$ cat src/rtl/id_ex_operand_stage.sv
// id_ex_operand_stage
//
// Single-entry ID/EX pipeline register with operand forwarding.
// The stage captures a decoded instruction from the decode stage, holds it
// until the EX stage consumes it, and presents ALU operands after
// MEM/WB forwarding and immediate selection.
//
// Ports:
//   clk, rst_n                      clock, asynchronous active-low reset
//   id_valid / id_ready             decode-side handshake
//   id_rs_data, id_rt_data, id_imm  operand values from decode
//   id_rs_addr, id_rt_addr,
//   id_rd_addr                      source/destination register numbers
//   id_alu_src, id_alu_control,
//   id_reg_write                    control fields from decode
//   flush                           squash held and incoming instruction
//   mem_reg_write, mem_rd,
//   mem_result                      MEM-stage forwarding source
//   wb_reg_write, wb_rd, wb_result  WB-stage forwarding source
//   ex_ready / ex_valid             EX-side handshake
//   alu_a, alu_b, alu_ctl           ALU operands and op code
//   ex_store_data                   forwarded rt value
//   ex_rd, ex_reg_write             destination register and write enable
module id_ex_operand_stage #(
    parameter int DATA_W = 32,
    parameter int REG_AW = 5
) (
    input  logic              clk,
    input  logic              rst_n,
    input  logic              id_valid,
    output logic              id_ready,
    input  logic [DATA_W-1:0] id_rs_data,
    input  logic [DATA_W-1:0] id_rt_data,
    input  logic [DATA_W-1:0] id_imm,
    input  logic [REG_AW-1:0] id_rs_addr,
    input  logic [REG_AW-1:0] id_rt_addr,
    input  logic [REG_AW-1:0] id_rd_addr,
    input  logic              id_alu_src,
    input  logic [2:0]        id_alu_control,
    input  logic              id_reg_write,
    input  logic              flush,
    input  logic              mem_reg_write,
    input  logic [REG_AW-1:0] mem_rd,
    input  logic [DATA_W-1:0] mem_result,
    input  logic              wb_reg_write,
    input  logic [REG_AW-1:0] wb_rd,
    input  logic [DATA_W-1:0] wb_result,
    input  logic              ex_ready,
    output logic              ex_valid,
    output logic [DATA_W-1:0] alu_a,
    output logic [DATA_W-1:0] alu_b,
    output logic [2:0]        alu_ctl,
    output logic [DATA_W-1:0] ex_store_data,
    output logic [REG_AW-1:0] ex_rd,
    output logic              ex_reg_write
);

    logic              valid_q,     valid_d;
    logic [DATA_W-1:0] rs_data_q,   rs_data_d;
    logic [DATA_W-1:0] rt_data_q,   rt_data_d;
    logic [DATA_W-1:0] imm_q,       imm_d;
    logic [REG_AW-1:0] rs_addr_q,   rs_addr_d;
    logic [REG_AW-1:0] rt_addr_q,   rt_addr_d;
    logic [REG_AW-1:0] rd_addr_q,   rd_addr_d;
    logic              alu_src_q,   alu_src_d;
    logic [2:0]        alu_ctl_q,   alu_ctl_d;
    logic              reg_write_q, reg_write_d;

    logic              load;
    logic [DATA_W-1:0] fa;
    logic [DATA_W-1:0] fb;

    // Forwarding select: MEM has priority over WB; register 0 never forwards.
    function automatic logic [DATA_W-1:0] fwd_sel(
        input logic [REG_AW-1:0] addr,
        input logic [DATA_W-1:0] reg_val,
        input logic              m_we,
        input logic [REG_AW-1:0] m_rd,
        input logic [DATA_W-1:0] m_val,
        input logic              w_we,
        input logic [REG_AW-1:0] w_rd,
        input logic [DATA_W-1:0] w_val
    );
        logic [DATA_W-1:0] r;
        r = reg_val;
        if (addr != '0) begin
            if (m_we && (m_rd == addr)) begin
                r = m_val;
            end else if (w_we && (w_rd == addr)) begin
                r = w_val;
            end
        end
        return r;
    endfunction

    // A flush also opens the stage so the decode side is never blocked by
    // an instruction that is about to be squashed anyway.
    assign id_ready = !valid_q || ex_ready || flush;
    assign load     = id_valid && id_ready && !flush;

    always_comb begin
        valid_d     = valid_q;
        rs_data_d   = rs_data_q;
        rt_data_d   = rt_data_q;
        imm_d       = imm_q;
        rs_addr_d   = rs_addr_q;
        rt_addr_d   = rt_addr_q;
        rd_addr_d   = rd_addr_q;
        alu_src_d   = alu_src_q;
        alu_ctl_d   = alu_ctl_q;
        reg_write_d = reg_write_q;

        if (flush) begin
            valid_d = 1'b0;
        end else if (load) begin
            valid_d = 1'b1;
        end else if (ex_ready) begin
            valid_d = 1'b0;
        end

        if (load) begin
            rs_data_d   = id_rs_data;
            rt_data_d   = id_rt_data;
            imm_d       = id_imm;
            rs_addr_d   = id_rs_addr;
            rt_addr_d   = id_rt_addr;
            rd_addr_d   = id_rd_addr;
            alu_src_d   = id_alu_src;
            alu_ctl_d   = id_alu_control;
            reg_write_d = id_reg_write;
        end
    end

    always_ff @(posedge clk or negedge rst_n) begin
        if (!rst_n) begin
            valid_q     <= 1'b0;
            rs_data_q   <= '0;
            rt_data_q   <= '0;
            imm_q       <= '0;
            rs_addr_q   <= '0;
            rt_addr_q   <= '0;
            rd_addr_q   <= '0;
            alu_src_q   <= 1'b0;
            alu_ctl_q   <= 3'b000;
            reg_write_q <= 1'b0;
        end else begin
            valid_q     <= valid_d;
            rs_data_q   <= rs_data_d;
            rt_data_q   <= rt_data_d;
            imm_q       <= imm_d;
            rs_addr_q   <= rs_addr_d;
            rt_addr_q   <= rt_addr_d;
            rd_addr_q   <= rd_addr_d;
            alu_src_q   <= alu_src_d;
            alu_ctl_q   <= alu_ctl_d;
            reg_write_q <= reg_write_d;
        end
    end

    // Forwarding is evaluated every cycle from the held addresses, so a
    // stalled instruction picks up results that arrive while it waits.
    always_comb begin
        fa = fwd_sel(rs_addr_q, rs_data_q, mem_reg_write, mem_rd, mem_result,
                     wb_reg_write, wb_rd, wb_result);
        fb = fwd_sel(rt_addr_q, rt_data_q, mem_reg_write, mem_rd, mem_result,
                     wb_reg_write, wb_rd, wb_result);
    end

    // Outputs are forced to zero while the stage is empty.
    always_comb begin
        ex_valid      = valid_q;
        alu_a         = '0;
        alu_b         = '0;
        alu_ctl       = 3'b000;
        ex_store_data = '0;
        ex_rd         = '0;
        ex_reg_write  = 1'b0;
        if (valid_q) begin
            alu_a         = fa;
            alu_b         = alu_src_q ? imm_q : fb;
            alu_ctl       = alu_ctl_q;
            ex_store_data = fb;
            ex_rd         = rd_addr_q;
            ex_reg_write  = reg_write_q;
        end
    end

endmodule

$ cat config.mk
export PLATFORM = sky130hd
export DESIGN_NAME = id_ex_operand_stage
export DESIGN_NICKNAME = d
export VERILOG_FILES = /design/src/rtl/id_ex_operand_stage.sv
export SDC_FILE = /design/constraint.sdc
export NUM_CORES = 1
export LEC_CHECK = 0
export BUFFER_PORTS_ARGS = -buffer_cell sky130_fd_sc_hd__buf_2
export CAP_MARGIN = 0
export CORE_MARGIN = 8
export CORE_UTILIZATION = 50
export CTS_BUF_LIST = sky130_fd_sc_hd__clkbuf_8
export DETAILED_ROUTE_END_ITERATION = 12
export PLACE_DENSITY = 0.84
export SETUP_SLACK_MARGIN = 0.2
export SLEW_MARGIN = 20
export SYNTH_ARGS = -nofsm -noshare
export SYNTH_HDL_FRONTEND = slang
export SYNTH_SLANG_ARGS = --single-unit
export TNS_END_PERCENT = 100
$ cat constraint.sdc
create_clock -name clk -period 2.6 [get_ports clk]
set_input_delay 0.13 -clock clk [delete_from_list [all_inputs] [get_ports clk]]
set_output_delay 0.13 -clock clk [all_outputs]
set_load 0.01 [all_outputs]
======== Word-level counts from Yosys, hierarchy flattened ========
Index checks and enable logic that the tools add are counted.
cells by class
  $add $sub $neg .......................... 0
  $mul .................................... 0
  div/mod/pow operators ................... 0
  magnitude comparators ................... 0
  equal/unequal tests ..................... 4
  shift-type cells ........................ 0
  muxes and demuxes ....................... 16
  bitwise gates (word level) .............. 0
  reductions and logical operators ........ 13
operator list
  kind                number
  32-bit 2-to-1 mux   10
  5-bit == test       4
  5-bit nonzero test  2
  1-bit logical AND   6
  5-bit 2-to-1 mux    1
  1-bit 2-to-1 mux    4
  3-bit 2-to-1 mux    1
  3-bit nonzero test  1
  1-bit zero test     2
  1-bit logical OR    2
word-level totals
  register bits after elaboration ......... 117
  latch bits .............................. 0
  RAM bits ................................ 0
  memory bits (read-only) ................. 0
  input port bits ......................... 197
  word-level logic and storage cells ...... 43
  memories kept ........................... 0

======== Logic depth before layout (Yosys ltp) ========
  depth in word-level cells ............... 7
  gate-level depth with buffers ........... 8

======== Worst setup path after synthesis ========
No wires, ideal clock.
  kind .................................... flip-flop to output port
  start point ............................. register rt_addr_q[1]
  end point ............................... output ex_store_data[11]
  arrival ................................. 1838 ps
  required time ........................... 2470 ps
  slack ................................... 632 ps
  cell stages (with the launch flop) ...... 9
  path buffers ............................ 3
  cells stage by stage .................... dfrtp_1 > nor4_2 > and2b_1 > buf_6 > a2111o_1 > buf_6 > buf_12 > nor2_4 > nor4_1
between the ends
  word-level cells in the longest chain between the ends .. 6
RTL lines
  what                    line  source
  from (decl)             63    logic [REG_AW-1:0] rt_addr_q, rt_addr_d;
  from (signal assigned)  152   rt_addr_q <= rt_addr_d;
  5-bit == test           89    end else if (w_we && (w_rd == addr)) begin
  1-bit logical AND       89
  32-bit 2-to-1 mux       89
  32-bit 2-to-1 mux       87    if (m_we && (m_rd == addr)) begin
  32-bit 2-to-1 mux *     86    if (addr != '0) begin
  32-bit 2-to-1 mux *     178   if (valid_q) begin
  to (decl)               53    output logic [DATA_W-1:0] ex_store_data,
Every way passes the cells marked *; elsewhere a longest branch is shown, timed or not.

======== Final worst setup path ========
  start point ............................. register rt_addr_q[1]
  end point ............................... output alu_b[2]
between the ends
  word-level cells in the longest chain between the ends .. 7
RTL lines
  what                 line  source
  5-bit == test        89
  1-bit logical AND    89
  32-bit 2-to-1 mux    89
  32-bit 2-to-1 mux    87
  32-bit 2-to-1 mux *  86
  32-bit 2-to-1 mux *  180   alu_b = alu_src_q ? imm_q : fb;
  32-bit 2-to-1 mux *  178
  to (decl)            51    output logic [DATA_W-1:0] alu_b,
Marks and branches as above.

==> flow_summary.json <==
{
  "pwr-share-seq_pct": 36.4,
  "finish.net_count": 1274,
  "dieArea_um2": 18100,
  "worstHoldPathType": "in -> async",
  "worstMarginPinSlew_ns": 0.665,
  "die_x_um": 134,
  "gr-total-overflow": 0,
  "dpl_cell_area_um2": 8800,
  "min_period_ns": 2.80,
  "io_pins": 304,
  "clk_path_buf_depth": 2,
  "holdWs_ns": 0.159,
  "finish.instance_area_um2": 12300,
  "syn_area_per_cell_um2": 11.6,
  "synthesis.nets": 804,
  "drt_iter0_drc": 757,
  "setup_slack_ns": -0.202,
  "violations": "setup timing",
  "initial_core_util_pct": 50.9,
  "leakage_nw": 5.47,
  "vias": 8145,
  "ant_nets": 0,
  "multi_input_area_um2": 4770,
  "path_max_fanout": 8,
  "crit_path_start_kind": "flip-flop",
  "seqCellArea_um2": 2940,
  "finalSetupViolCount": 80,
  "vias_per_cell": 6.39,
  "power_mw": 6.79,
  "h-tree-depth": 4,
  "syn_area_um2": 7020,
  "crit_arrival_ns": 2.67,
  "max_stage_delay_ns": 0.49,
  "syn_to_final_growth_pct": 75.6,
  "routabilityCongestion": 0.876,
  "ys_types": 42,
  "coreArea_um2": 13800,
  "clockRootBuffer": "clkbuf_8",
  "clk_latency_ns": 0.45,
  "maxSlewHeadroom_pct": 55.5,
  "io_buffers": 303,
  "finalClockSkew_ns": 0.0126,
  "clock-sinks": 117,
  "cpLargestDelayFamily": "buffers and inverters",
  "avgRoutedWirePerCell_um": 28.8,
  "rows": 43,
  "critPathSlowestCell": "dfrtp_2",
  "grt_max_degree": 57,
  "cpMostUsedCell": "buf_12",
  "ys_warn_count": 0,
  "p_int_mw": 4.54,
  "crit_chain": "xnor2_2, nand4_1, nor3_4, buf_12, buf_12, buf_12, nor3_4, o41ai_2, buf_2",
  "crit_path_start": "rt_addr_q[1]$_DFFE_PN0P_",
  "p_clk_share_pct": 28.4,
  "place_ws_ns": 0.324,
  "fin_crit_sh_pct": 108,
  "synth_ff_type": "dfrtp_1",
  "status": "finished, violations left",
  "cts_tree": "built",
  "combinationalPowerShare_pct": 35.3,
  "routed_wl_um": 36700,
  "numCtsBuffers": 17,
  "drive_above_1_share_pct": 64.8,
  "crit_path_end_kind": "primary output",
  "grt_pass1_vias": 8573,
  "crit_buf_inv": 4,
  "fmax_mhz": 357,
  "maxCapViolations": 0,
  "post-dp-hpwl_um": 18800,
  "drt-pass1-iter-count": 5,
  "hold_violations": 0,
  "fp.dieH_um": 134,
  "drv_slew": 0,
  "antenna_found_initial": 5,
  "required_ns": 2.47,
  "p_switching_mw": 2.25,
  "route.detailed.drc": 0,
  "setup_tns_ns": -5.70,
  "grt_first_pass_wirelength_um": 48300,
  "path_class": "reg -> out",
  "syn_inst": 607,
  "synth_seq_area_share_pct": 41.7,
  "grt_usage_pct": 35.0,
  "peakVddDrop_uv": 607,
  "r2r_slack_ns": 0.39,
  "synth_edf_count": 0,
  "rsz0062_at_grt": "true",
  "reg2reg_from": "ex_valid$_DFFE_PN0P_",
  "ys_seq_elements": 117,
  "power_per_cell_area_nw_per_um2": 551,
  "clkTransAtPathRegs_ns": 0.08,
  "async_flop_share_pct": 100,
  "sw_frac_of_total_pct": 33.2,
  "fillers": 570
}
## flip-flops by register name, indices dropped and copies added, names as in the netlist
register	count
ex_valid	1
rs_addr_q	5
alu_src_q	1
rd_addr_q	5
alu_ctl_q	3
rs_data_q	32
rt_data_q	32
imm_q	32
reg_write_q	1
rt_addr_q	5
## synth_stat cells (3+ instances only)
library cell  instances  area (um^2)
and2_1               10         62.6
buf_2                19         95.1
buf_4                 4         30.0
buf_6                 5         56.3
clkbuf_1             19         71.3
dfrtp_1             117         2930
inv_1                 3         11.3
mux2_2              115         1290
nand2_1              35          131
nand2b_1              3         18.8
nand4_1               4         25.0
nor2_1               42          158
nor2_4               20          225
nor3_1               31          155
nor4_1               36          225
o21a_1               32          240
o221a_1              10          113
o221a_2              22          248
o41ai_2              30          488
or3_1                 6         37.5
xnor2_1              18          158
## worst register-to-register path: stages, from the launching register on
cell and delay [ns]:
dfrtp_2 0.45, clkinv_2 0.26, buf_4 0.35, or3_1 0.47, dlygate4sd3_1 0.57, nand2_1 0.06
## layout by cell type, fill, tap and decap left out, types with 10 or more instances in the layout
master,netlist,routed
o221a_4,0,22
o41ai_2,30,29
buf_4,4,25
o21a_1,32,32
dfrtp_1,117,109
nor2_4,20,30
xnor2_2,0,13
o221a_1,10,10
clkbuf_8,0,21
nor4_1,36,16
mux2_2,115,115
nor4_2,1,19
buf_2,19,278
buf_12,2,24
dlygate4sd3_1,0,120
nor3_2,1,13
nor3_4,1,20
nor2_1,42,30
buf_6,5,41
nand2_1,35,32
## layout make-up
class                           count  area share, %
Sequential cell                   117           23.8
Multi-Input combinational cell    441           38.7
Inverter                            4          0.132
Timing Repair Buffer              496           31.8
Tap cell                          180           1.83
Antenna cell                        4         0.0812
Clock buffer                       21           2.35
Clock inverter                     11           1.26
## path summary, 6_finish.rpt
path,endpoint,cells past startpoint
worst max-delay path,alu_b[2],9
worst min-delay path,imm_q[13]$_DFFE_PN0P_,2
worst max register to register,ex_valid$_DFFE_PN0P_,5
worst min register to register,rd_addr_q[2]$_DFFE_PN0P_,1
max in group asynchronous,rs_addr_q[0]$_DFFE_PN0P_,3
min in group clk,imm_q[9]$_DFFE_PN0P_,4
## timing repair
action                     CTS  global route
hold endpoints to repair   196             0
hold buffers               120             0
gates resized for setup    133            89
setup endpoints to repair   97            96
cloned                       5             7
pin swaps                   40            46
setup buffers               16            24
## metrics by stage
step                      utilization [%]  instances
final                                89.5       1274
after global routing                 89.5       1274
after CTS                            82.9       1239
after detailed placement             63.9       1066
after global placement               63.9       1066
after floorplan                         -        607
## kinds of logic after synthesis
logic type      synth area share [%]
simple gates                    16.5
flops                           41.7
mux                             18.5
xor+xnor                        2.50
buf+inv                         4.39
compound gates                  16.5
## power by group through the flow
| stage | Sequential, mW | Combinational, mW | Clock [mW] |
|---|---|---|---|
| 6_report | 2.47 | 2.40 | 1.93 |
| 5_1_grt | 2.49 | 2.49 | 2.00 |
| 4_1_cts | 2.39 | 2.04 | 1.90 |
| 3_5_place_dp | 2.38 | 1.62 | 0 |
| 3_3_place_gp | 2.37 | 1.57 | 0 |
| 2_1_floorplan | 2.31 | 1.01 | 0 |
## per-layer routing
layer / vias up / GRT usage, % / wire length (um)
li1: 3259 / - / -
met1: 3975 / 36.8 / 12100
met2: 660 / 59.0 / 18400
met3: 249 / 10.0 / 3590
met4: 2 / 25.3 / 2640
met5: - / 0 / 16
No activity file was read; power rests on OpenSTA's default activity.
